===== config.mk =====
export PLATFORM = sky130hd
export DESIGN_NAME = fetch_pc_gen
export DESIGN_NICKNAME = d
export VERILOG_FILES = /design/src/rtl/fetch_pc_gen.sv
export SDC_FILE = /design/constraint.sdc
export NUM_CORES = 1
export LEC_CHECK = 0
export ABC_CLOCK_PERIOD_IN_PS = 11260
export BUFFER_PORTS_ARGS = -buffer_cell sky130_fd_sc_hd__buf_4
export CORE_AREA = 2 2 212 318
export DETAILED_ROUTE_END_ITERATION = 6
export DIE_AREA = 0 0 214 320
export GPL_TIMING_DRIVEN = 0
export PLACE_DENSITY = 0.78
export SYNTH_ARGS = -nofsm -noshare
export SYNTH_HDL_FRONTEND = slang
export SYNTH_SLANG_ARGS = --single-unit

===== constraint.sdc =====
create_clock -name clk -period 11.26 [get_ports clk]
set_clock_uncertainty 0.05 [all_clocks]
set_input_delay 0.563 -clock clk [delete_from_list [all_inputs] [get_ports clk]]
set_output_delay 0.563 -clock clk [all_outputs]
set_load 0.02 [all_outputs]

===== src/rtl/fetch_pc_gen.sv =====
// Fetch-stage PC generator: drives the predictor, looks up a direct-mapped BTB,
// and hands fetch packets downstream over a valid/ready handshake.
module fetch_pc_gen #(
    parameter int          BTB_ENTRIES = 16,
    parameter int          BTB_IDX_W   = 4,
    parameter logic [31:0] RESET_PC    = 32'h0000_0000
) (
    input  logic        clk,
    input  logic        rst,
    output logic [31:0] pc_o,
    input  logic        pred_taken_i,
    output logic        fetch_valid_o,
    input  logic        fetch_ready_i,
    output logic [31:0] fetch_pc_o,
    output logic        fetch_pred_taken_o,
    output logic [31:0] fetch_pred_target_o,
    input  logic        redirect_valid_i,
    input  logic [31:0] redirect_pc_i,
    input  logic        btb_wr_en_i,
    input  logic [31:0] btb_wr_pc_i,
    input  logic [31:0] btb_wr_target_i,
    output logic [15:0] redirect_cnt_o
);

    localparam int TAG_W = 30 - BTB_IDX_W;

    typedef enum logic [1:0] {
        BOOT   = 2'd0,
        RUN    = 2'd1,
        BUBBLE = 2'd2
    } state_t;

    state_t                 state_q, state_d;
    logic [31:0]            pc_q, pc_d;
    logic [15:0]            redirect_cnt_q;
    logic [BTB_ENTRIES-1:0] btb_valid_q;
    logic [TAG_W-1:0]       btb_tag_q    [BTB_ENTRIES];
    logic [29:0]            btb_target_q [BTB_ENTRIES];

    logic [BTB_IDX_W-1:0]   rd_idx, wr_idx;
    logic [TAG_W-1:0]       rd_tag, wr_tag;
    logic                   btb_hit;
    logic                   pred_taken;
    logic [31:0]            pred_target;
    logic [31:0]            seq_pc;
    logic                   transfer;
    logic                   unused_bits;

    // Low two bits of every incoming address are ignored: fetch is word aligned.
    assign unused_bits = ^{redirect_pc_i[1:0], btb_wr_pc_i[1:0], btb_wr_target_i[1:0]};

    assign rd_idx = pc_q[2+BTB_IDX_W-1:2];
    assign rd_tag = pc_q[31:2+BTB_IDX_W];
    assign wr_idx = btb_wr_pc_i[2+BTB_IDX_W-1:2];
    assign wr_tag = btb_wr_pc_i[31:2+BTB_IDX_W];

    // Lookup reads registered BTB contents, so a same-cycle write is seen next cycle.
    assign btb_hit     = btb_valid_q[rd_idx] && (btb_tag_q[rd_idx] == rd_tag);
    assign pred_taken  = btb_hit && pred_taken_i;
    assign seq_pc      = pc_q + 32'd4;
    assign pred_target = pred_taken ? {btb_target_q[rd_idx], 2'b00} : seq_pc;

    assign transfer            = (state_q == RUN) && fetch_ready_i;
    assign pc_o                = pc_q;
    assign fetch_pc_o          = pc_q;
    assign fetch_valid_o       = (state_q == RUN);
    assign fetch_pred_taken_o  = pred_taken;
    assign fetch_pred_target_o = pred_target;
    assign redirect_cnt_o      = redirect_cnt_q;

    always_comb begin
        state_d = state_q;
        pc_d    = pc_q;
        case (state_q)
            BOOT:    state_d = RUN;
            RUN:     state_d = RUN;
            BUBBLE:  state_d = RUN;
            default: state_d = BOOT;
        endcase
        if (transfer) begin
            pc_d = pred_target;
        end
        // A redirect overrides any same-cycle handshake's predicted next PC.
        if (redirect_valid_i) begin
            state_d = BUBBLE;
            pc_d    = {redirect_pc_i[31:2], 2'b00};
        end
    end

    always_ff @(posedge clk or posedge rst) begin
        if (rst) begin
            state_q        <= BOOT;
            pc_q           <= RESET_PC;
            redirect_cnt_q <= 16'd0;
            btb_valid_q    <= '0;
        end else begin
            state_q <= state_d;
            pc_q    <= pc_d;
            if (redirect_valid_i && (redirect_cnt_q != 16'hFFFF)) begin
                redirect_cnt_q <= redirect_cnt_q + 16'd1;
            end
            if (btb_wr_en_i) begin
                btb_valid_q[wr_idx] <= 1'b1;
            end
        end
    end

    // Tag/target storage carries no reset; the valid bits qualify it.
    always_ff @(posedge clk) begin
        if (btb_wr_en_i) begin
            btb_tag_q[wr_idx]    <= wr_tag;
            btb_target_q[wr_idx] <= btb_wr_target_i[31:2];
        end
    end

endmodule


# [After elaboration in Yosys (flattened, before gate mapping)]
# Memory sizes are Yosys's and may differ from the RTL's.
# Cells that the tools add are included.
[classes] n_eq_ne=4 mux=11 magnitude_cmp=3 reduce_logical=8 n_bitwise=1 n_addsub=2
[op_table] operator="32-bit 2-to-1 mux" n=3
[op_table] operator="32-bit by 3-bit adder with 32-bit output (second input constant)" n=1
[op_table] operator="26-bit equality test" n=1
[op_table] operator="16-bit by 1-bit adder with 16-bit output (second input constant)" n=1
[op_table] operator="16-bit != test (second input constant)" n=1
[op_table] operator="16-bit bitwise OR" n=1
[op_table] operator="4-bit by 5-bit less-than comparator with 1-bit output (second input constant)" n=2
[op_table] operator="1-bit logical AND" n=5
[op_table] operator="1-bit 2-to-1 mux" n=5
[op_table] operator="1-bit binary-select mux with 4-bit select" n=1
[op_table] operator="1-bit demux with 4-bit select" n=1
[op_table] operator="4-bit by 1-bit greater-or-equal comparator with 1-bit output (second input constant)" n=1
[op_table] operator="3-bit OR reduction" n=1
[op_table] operator="2-bit by 1-bit equality test with 1-bit output (second input constant)" n=1
[op_table] operator="2-bit equality test (second input constant)" n=1
[op_table] operator="2-bit logical NOT" n=1
[op_table] operator="2-bit 2-to-1 mux" n=1
[op_table] operator="2-bit nonzero test" n=1
[word_totals] ram_bits=896 memories=2 word_cells=35 register_bits=66 out_inout_bits=114
[memory_table] memory="btb_target_q" depth=16 width=30 read_ports=1 rd_ports_with_merged_regs=0 write_ports=1 line="38" source="logic [29:0] btb_target_q [BTB_ENTRIES];"
[memory_table] memory="btb_tag_q" depth=16 width=26 read_ports=1 rd_ports_with_merged_regs=0 write_ports=1 line="37" source="logic [TAG_W-1:0] btb_tag_q [BTB_ENTRIES];"

# [Depth between registers and ports, before layout]
# Gate-level depths: netlist of run 1.
[depth] depth_word=7 ltp_mapped=17

# [Least setup slack after synthesis of run 1]
# Ideal clock, no wire load.
[synth_path] kind="input-to-reg" from="input port btb_wr_pc_i[3]" to="register btb_valid_q[0]" t_required_ps=11122 stages=3 n_path_buf=0 path_slack_ps=5737 t_arrival_ps=5385 setup_time_ps=88 path_cell_list="or3b_2 -> nor3_1 -> or2_2"
[synth_between] elab_chain_cells=5 word_cells_on_any_way=6
[synth_rtl] item="start: declaration" line="20" source="input logic [31:0] btb_wr_pc_i,"
[synth_rtl] item="4-bit by 5-bit less-than comparator with 1-bit output (implied by the code) / 4-bit by 1-bit greater-or-equal comparator with 1-bit output (equally long branches)" line="103" source="btb_valid_q[wr_idx] <= 1'b1;"
[synth_rtl] item="1-bit logical AND (implied by the code)" line="103"
[synth_rtl] item="1-bit 2-to-1 mux (implied by the code)" line="103"
[synth_rtl] item="1-bit demux with 4-bit select *" line="103"
[synth_rtl] item="16-bit bitwise OR (no line) *"
[synth_rtl] item="end signal: assignment" line="95" source="btb_valid_q <= '0;"
[synth_rtl] item="end signal: indexed assignment" line="103"
[synth_rtl] item="end: declaration" line="36" source="logic [BTB_ENTRIES-1:0] btb_valid_q;"
# Every way passes the cells marked *; elsewhere a longest branch is shown, timed or not.
# A chain may end at the register's enable or synchronous reset.

# [Worst setup path after layout of run 1]
[layout_path] from="register pc_q[2], in the netlist fetch_pc_o[2]" to="output port fetch_pred_target_o[21]"
[layout_between] elab_chain_cells=5 word_cells_on_any_way=9
[layout_rtl] item="start: declaration" line="34" source="logic [31:0] pc_q, pc_d;"
[layout_rtl] item="start signal: assignment" line="98" source="pc_q <= pc_d;"
[layout_rtl] item="memory read 16 x 26 bit / 1-bit binary-select mux with 4-bit select (equally long branches)"
[layout_rtl] item="26-bit equality test / 1-bit 2-to-1 mux (equally long branches)" line="58" source="assign btb_hit = btb_valid_q[rd_idx] && (btb_tag_q[rd_idx] == rd_tag);"
[layout_rtl] item="1-bit logical AND" line="58"
[layout_rtl] item="1-bit logical AND" line="59" source="assign pred_taken = btb_hit && pred_taken_i;"
[layout_rtl] item="32-bit 2-to-1 mux *" line="61" source="assign pred_target = pred_taken ? {btb_target_q[rd_idx], 2'b00} : seq_pc;"
[layout_rtl] item="end: declaration" line="16" source="output logic [31:0] fetch_pred_target_o,"
# Every way passes the cells marked *; elsewhere a longest branch is shown, timed or not. The select of a mux whose other input is x is not followed.

==> run_results.csv, run 1 <==
group,metric,value,unit
sta,hold_slack,0.0833,ns
die,die_width,214,um
final_layout,multi_input_area,9700,sq um
clock_tree,cts_tree,"yes",
route,viasPerCell,6.71,
sta,rsz0062_at_grt,"no",
critical_path,crit_arrival,6.40,ns
placed_design,port_buffers,209,
clock_tree,cts_root_buf,"clkbuf_16",
final_layout,area_growth,17.2,%
synth,synth.avg_cell_area,19.8,sq um
route,antenna_left,0,
clock_tree,htreeDepth,3,
sta,period_needed,7.01,ns
synth,netlist_area,39100,sq um
critical_path,crit_required,10.65,ns
clock_tree,clk_latency,0.66,ns
route,drt-total-wl,117000,um
synth,synthCells,1971,
critical_path,path_max_fanout,10,
synth,synth.area.top_cells,"edfxtp_1 (69%), mux4_2 (13%), dfrtp_1 (4.2%)",
final_layout,nFillCells,3891,
die,dieArea,68500,sq um
final_layout,fin_util,0.699,
synth,ys_types,76,
clock_tree,post_cts_buffers,0,
critical_path,crit_type,"flip-flop to output pin",
synth,synth_top_area_share,0.689,
final_layout,drive_gt1_frac,0.331,
route,drc,0,
sta,slew_headroom,0.140,
clock_tree,ctsResizeCount,0,
critical_path,rr_worst_depth,11,
synth,synth_top_cell_by_area,"edfxtp_1",
final_layout,regArea,28600,sq um
die,num_io_pins,216,
clock_tree,holdBufCountCts,1,
synth,synth_enable_flop_cells,896,
route,drt_pre_antenna_iters,5,
critical_path,path_delay_family,"buffers and inverters",
synth,synthArstFlopShare,0.0686,
status,status,"complete, no violations",
pwr,powerDensity,179,nW/um^2
die,rows,115,
die,coreArea,65500,sq um
synth,yosys-top-cells-count,"edfxtp_1 (896), mux4_2 (227), dfrtp_1 (66)",
critical_path,max_stage_delay,0.98,ns
min_path,hold_path_class,"input pin to flip-flop",
critical_path,cpMostUsedCell,"buf_6",
critical_path,critPathLaunchType,"flip-flop",
sta,max_freq,143,MHz
sta,period_share,0.622,
critical_path,end_kind,"output pin",
die,initial_core_util,0.597,
sta,worstMarginPinSlew,1.29,ns
min_path,min_to,"state_q[1]",
critical_path,crit_slowest_cell,"clkbuf_1",
sta,finalSetupTns,0,ns
global_routing,grt_antenna_before_repair,3,
critical_path,rrSetupSlack,5.23,ns
sta,final-max-slew-violation-count,0,
route,drt_iter0_markers,2870,
critical_path,reg2reg_from,"fetch_pc_o[2]",
global_routing,grt_pass1_vias,22300,
global_routing,grt_max_degree,49,
synth,yosysMostFrequentCell,"edfxtp_1",
die,die_h,320,um
route,wl_per_cell,35.6,um
placed_design,dp_hpwl,81700,um
sta,setup_viol,0,
global_routing,grt_util_all_layers,0.346,
synth,seq_area_frac_synth,0.731,
clock_tree,clkSlewWorstSetupHoldPaths,0.07,ns
min_path,worstHoldStart,"redirect_valid_i",
route,via_count,22000,
min_path,min_path_cells,1,
global_routing,grt_overflow,0,
final_layout,finalNetCount,2435,
pwr,peakVddDrop,0.000165,V
synth,synth-seq-cells,962,
clock_tree,cts_sinks,962,
sta,hold_viol,0,
global_routing,grt_first_pass_wirelength,163000,um
run,drv_cap,0,
placed_design,routabilityCongestion,0.970,
clock_tree,cts_buffer_depth,3,
synth,ys.warnings.count,0,
pwr,leakagePower,15.5,nW
synth,synth-main-ff-cell,"edfxtp_1",
critical_path,crit_chain,"buf_6 -> buf_6 -> buf_6 -> buf_6 -> clkbuf_1 -> nand2_1 -> a32o_1 -> o22ai_1 -> a41oi_1 -> nand4b_1 -> or4_1 -> buf_6 -> buf_6 -> buf_1 -> a21oi_1 -> buf_4",
critical_path,crit_buf_inv,9,
critical_path,reg2reg_to,"fetch_pc_o[20]",
synth,syn_nets,2075,
clock_tree,numCtsBuffers,84,
power by group:
group / leakage (nW) / switching [W] / total, W / internal, W
Combinational: 5.22 / 0.000688 / 0.00116 / 0.000473
Sequential: 8.87 / 0.0000713 / 0.00408 / 0.00401
Clock: 1.36 / 0.00131 / 0.00297 / 0.00166
flip-flops by register name, indices dropped and copies added (netlist names):
signal / count
btb_target_q: 480
btb_tag_q: 416
fetch_pc_o: 32
btb_valid_q: 16
redirect_cnt_o: 16
state_q: 2
placed cells by master (no fill, tap or decap), types with 8 or more instances in the layout:
master and n:
edfxtp_1 896, a22o_1 9, mux2i_1 64, nor3_1 34, mux2_2 35, nand2_1 65
nor2_4 12, a21oi_1 26, inv_1 14, o21ai_0 13, mux2_4 16, nor2_1 45
or2_2 17, a221o_1 21, clkbuf_1 61, clkinv_1 16, buf_1 18, clkinv_2 15
buf_16 15, mux4_2 227, nand3_1 24, bufinv_16 11, xnor2_1 42, buf_6 34
o22ai_1 19, clkbuf_16 86, and3_1 20, nand4_1 8, xor2_1 20, buf_2 20
dfrtp_1 66, buf_4 253, buf_12 22
worst max-delay path by stage:
stage | cells past startpoint | slack (ns) | startpoint | to
after global routing | 16 | 4.13 | fetch_pc_o[2] | fetch_pred_target_o[21]
final | 16 | 4.25 | fetch_pc_o[2] | fetch_pred_target_o[21]
after detailed placement | 11 | 5.10 | fetch_pc_o[2] | fetch_pred_target_o[9]
after floorplan | 3 | 5.74 | btb_wr_pc_i[3] | btb_valid_q[0]
after CTS | 11 | 4.25 | fetch_pc_o[2] | fetch_pred_target_o[20]
after global placement | 4 | 0.13 | btb_wr_pc_i[3] | btb_valid_q[0]
kinds of logic (layout without fill, tap and decap cells):
kind of cell               count (synthesis)  after routing  synth area share
buffers and inverters                    160            587            0.0234
other                                      0              1                 0
adders and majority gates                  2              2          0.000640
AOI/OAI and AO/OA                        153            153            0.0292
muxes                                    344            344             0.164
and+or+nand+nor                          288            288            0.0375
xor gates and xnor gates                  62             62            0.0139
DFF                                      962            962             0.731
final cells by class:
| type | instances | area share |
|---|---|---|
| Antenna cell | 1 | 0.0000547 |
| Buffer | 142 | 0.0185 |
| Clock buffer | 97 | 0.0479 |
| Clock inverter | 56 | 0.0133 |
| Inverter | 18 | 0.00153 |
| Multi-Input combinational cell | 849 | 0.212 |
| Sequential cell | 962 | 0.624 |
| Tap cell | 877 | 0.0240 |
| Timing Repair Buffer | 274 | 0.0590 |
layer usage:
layer / vias up / routed length (um) / GRT usage
met5: - / 27 / 0
li1: 8774 / - / -
met1: 11500 / 39200 / 0.420
met4: 4 / 6320 / 0.178
met3: 266 / 10800 / 0.0622
met2: 1466 / 60300 / 0.596
metrics by stage:
stage | total power, W | setup WS [ns] | instances | instance area, sq um
5_1_grt | 0.00839 | 4.13 | 3276 | 45800
2_1_floorplan | 0.00479 | 5.74 | 1971 | 39100
3_5_place_dp | 0.00530 | 5.10 | 3121 | 43000
3_3_place_gp | 0.00526 | 0.127 | 3057 | 41700
6_report | 0.00821 | 4.25 | 3276 | 45800
4_1_cts | 0.00821 | 4.25 | 3275 | 45800
Power figures use the tool's default switching activity.
==> inputs of run 2 (changes only) <==
--- a/config.mk
+++ b/config.mk
@@ -5,7 +5,7 @@
 export SDC_FILE = /design/constraint.sdc
 export NUM_CORES = 1
 export LEC_CHECK = 0
-export ABC_CLOCK_PERIOD_IN_PS = 11260
+export ABC_CLOCK_PERIOD_IN_PS = 6600
 export BUFFER_PORTS_ARGS = -buffer_cell sky130_fd_sc_hd__buf_4
 export CORE_AREA = 2 2 212 318
 export DETAILED_ROUTE_END_ITERATION = 6
==> constraint.sdc (replaced) <==
create_clock -name clk -period 6.6 [get_ports clk]
set_clock_uncertainty 0.05 [all_clocks]
set_input_delay 0.33 -clock clk [delete_from_list [all_inputs] [get_ports clk]]
set_output_delay 0.33 -clock clk [all_outputs]
set_load 0.02 [all_outputs]
==> run 2 against run 1 <==
The run now ends with negative setup slack left. Total power grew 71%. Sequential power grew 71%. Sequential share of layout area shrank 1.2 points. Final area grew 1.9%. First-iteration DRC count grew 3.8%. Clock power grew 71%. Non-clock buffer count grew 86. Core utilization grew 1.3 points. Via count grew 1.6%. Die area is the same. Critical endpoint is now fetch_pred_target_o[17].
==> run_results.csv, run 2 (synthesis results as in run 1) <==
group,metric,value,unit
critical_path,crit_cells,16,
critical_path,reg2reg_to,"fetch_pc_o[31]",
critical_path,rr_worst_depth,11,
die,coreArea,65500,sq um
die,rows,115,
clock_tree,clkSlewWorstSetupHoldPaths,0.07,ns
status,status,"finished with violations",
placed_design,dpl-instance-area,43000,sq um
clock_tree,cts_tree,"yes",
global_routing,grt_max_degree,49,
critical_path,rrSetupSlack,0.98,ns
route,drc,0,
final_layout,final_area,46700,sq um
route,antenna_left,0,
critical_path,crit_buf_inv,8,
critical_path,crit_chain,"buf_6 -> buf_6 -> buf_2 -> clkbuf_4 -> mux4_2 -> xnor2_1 -> o221ai_1 -> o22ai_1 -> a41oi_1 -> nand4b_1 -> or4_1 -> buf_6 -> buf_6 -> buf_1 -> a21oi_1 -> buf_4",
clock_tree,htreeDepth,3,
global_routing,grt_antenna_before_repair,3,
critical_path,crit_arrival,6.24,ns
route,drt-total-wl,119000,um
placed_design,dp_hpwl,81700,um
route,drt_iter0_markers,2979,
sta,setup_viol,1,
final_layout,largest_register,"btb_target_q",
sta,period_needed,6.62,ns
critical_path,crit_type,"flip-flop to output pin",
sta,fin_ws,-0.0236,ns
final_layout,area_growth,19.4,%
pwr,peakVddDrop,0.000284,V
critical_path,path_delay_family,"buffers and inverters",
sta,finalSetupTns,-0.0236,ns
die,dieArea,68500,sq um
final_layout,finalNetCount,2521,
clock_tree,numCtsBuffers,84,
route,wl_per_cell,35.3,um
route,viasPerCell,6.64,
sta,period_share,1.00,
sta,final-max-slew-violation-count,0,
critical_path,end_kind,"output pin",
final_layout,final_common_cell,"edfxtp_1",
sta,hold_slack,0.0715,ns
die,initial_core_util,0.597,
clock_tree,clk_latency,0.66,ns
status,violations,"negative setup slack",
run,drv_cap,0,
pwr,powerDensity,301,nW/um^2
critical_path,max_stage_delay,0.53,ns
die,die_h,320,um
final_layout,drive_gt1_frac,0.320,
global_routing,grt_util_all_layers,0.353,
final_layout,largest_reg_flops,480,
global_routing,grt_first_pass_wirelength,167000,um
sta,slew_headroom,0.181,
die,die_width,214,um
route,via_count,22300,
min_path,hold_path_class,"input pin to flip-flop",
placed_design,port_buffers,209,
route,drt_pre_antenna_iters,6,
critical_path,endpoint,"fetch_pred_target_o[17]",
critical_path,cp-startpoint,"fetch_pc_o[3]",
sta,worstMarginPinSlew,1.23,ns
critical_path,critPathLaunchType,"flip-flop",
critical_path,cpMostUsedCell,"buf_6",
critical_path,crit_slowest_cell,"a21oi_1",
clock_tree,cts_sinks,962,
global_routing,grt_pass1_vias,22900,
sta,hold_viol,0,
global_routing,grt_overflow,0,
clock_tree,cts_root_buf,"clkbuf_16",
placed_design,routabilityCongestion,0.970,
die,num_io_pins,216,
final_layout,final_cell_mix,"edfxtp_1 (896), buf_4 (253), mux4_2 (227)",
sta,max_freq,151,MHz
clock_tree,cts_buffer_depth,3,
critical_path,path_max_fanout,10,
pwr,leakagePower,15.8,nW
critical_path,crit_required,6.22,ns
sta,rsz0062_at_grt,"yes",
critical_path,reg2reg_from,"fetch_pc_o[5]",
run 2: cell count changes in the layout (fill, tap and decap cells not counted):
cell	previous run	this run
clkbuf_1	61	60
buf_1	18	17
clkdlybuf4s15_1	0	1
dlygate4sd3_1	1	88
mux2i_1	64	63
mux2i_2	0	1
buf_2	20	19
clkbuf_4	0	1
run 2: worst min path at each step:
stage,from,end,cells past startpoint
6_report,btb_wr_pc_i[2],btb_target_q[6][22],2
5_1_grt,btb_wr_pc_i[2],btb_target_q[6][22],2
3_3_place_gp,state_q[0],state_q[0],1
4_1_cts,btb_wr_pc_i[2],btb_target_q[6][22],2
3_5_place_dp,rst,redirect_cnt_o[2],2
2_1_floorplan,redirect_valid_i,state_q[1],0
run 2: routing by layer:
| layer | global-route usage | part of all wire | vias up |
|---|---|---|---|
| met1 | 0.432 | 0.34 | 11600 |
| met3 | 0.0546 | 0.090 | 270 |
| met4 | 0.177 | 0.052 | 4 |
| li1 | - | - | 8952 |
| met2 | 0.613 | 0.52 | 1528 |
| met5 | 0 | 0.00023 | - |
run 2: metrics by stage:
step	instances	utilization	worst slack, ns	power (W)
after floorplan	1971	-	1.31	0.00818
after global placement	3057	0.637	-4.30	0.00897
after detailed placement	3121	0.656	0.672	0.00903
after CTS	3361	0.713	0.0161	0.0140
after global routing	3362	0.713	-0.00367	0.0144
final	3362	0.713	-0.0236	0.0141
run 2: final cells by class:
cell class | count | area [sq um]
clock inverter | 56 | 609
timing repair buffer | 361 | 3570
fill | 3784 | 18800
tap | 877 | 1100
clock buffer | 97 | 2190
antenna | 1 | 2.50
multi-input combinational | 849 | 9710
sequential | 962 | 28600
buffer | 141 | 852
inverter | 18 | 70.1
run 2: power by group:
group | switching (W) | internal, W | total (W)
Clock | 0.00224 | 0.00284 | 0.00507
Combinational | 0.00119 | 0.000842 | 0.00203
Sequential | 0.000123 | 0.00684 | 0.00696
Total | 0.00355 | 0.0105 | 0.0141
run 2: timing repair:
item	in CTS	in global routing
endpoints found under the hold margin	993	0
setup buffers	0	0
hold buffers	88	0
resized for setup	1	2
setup endpoints to repair	24	5
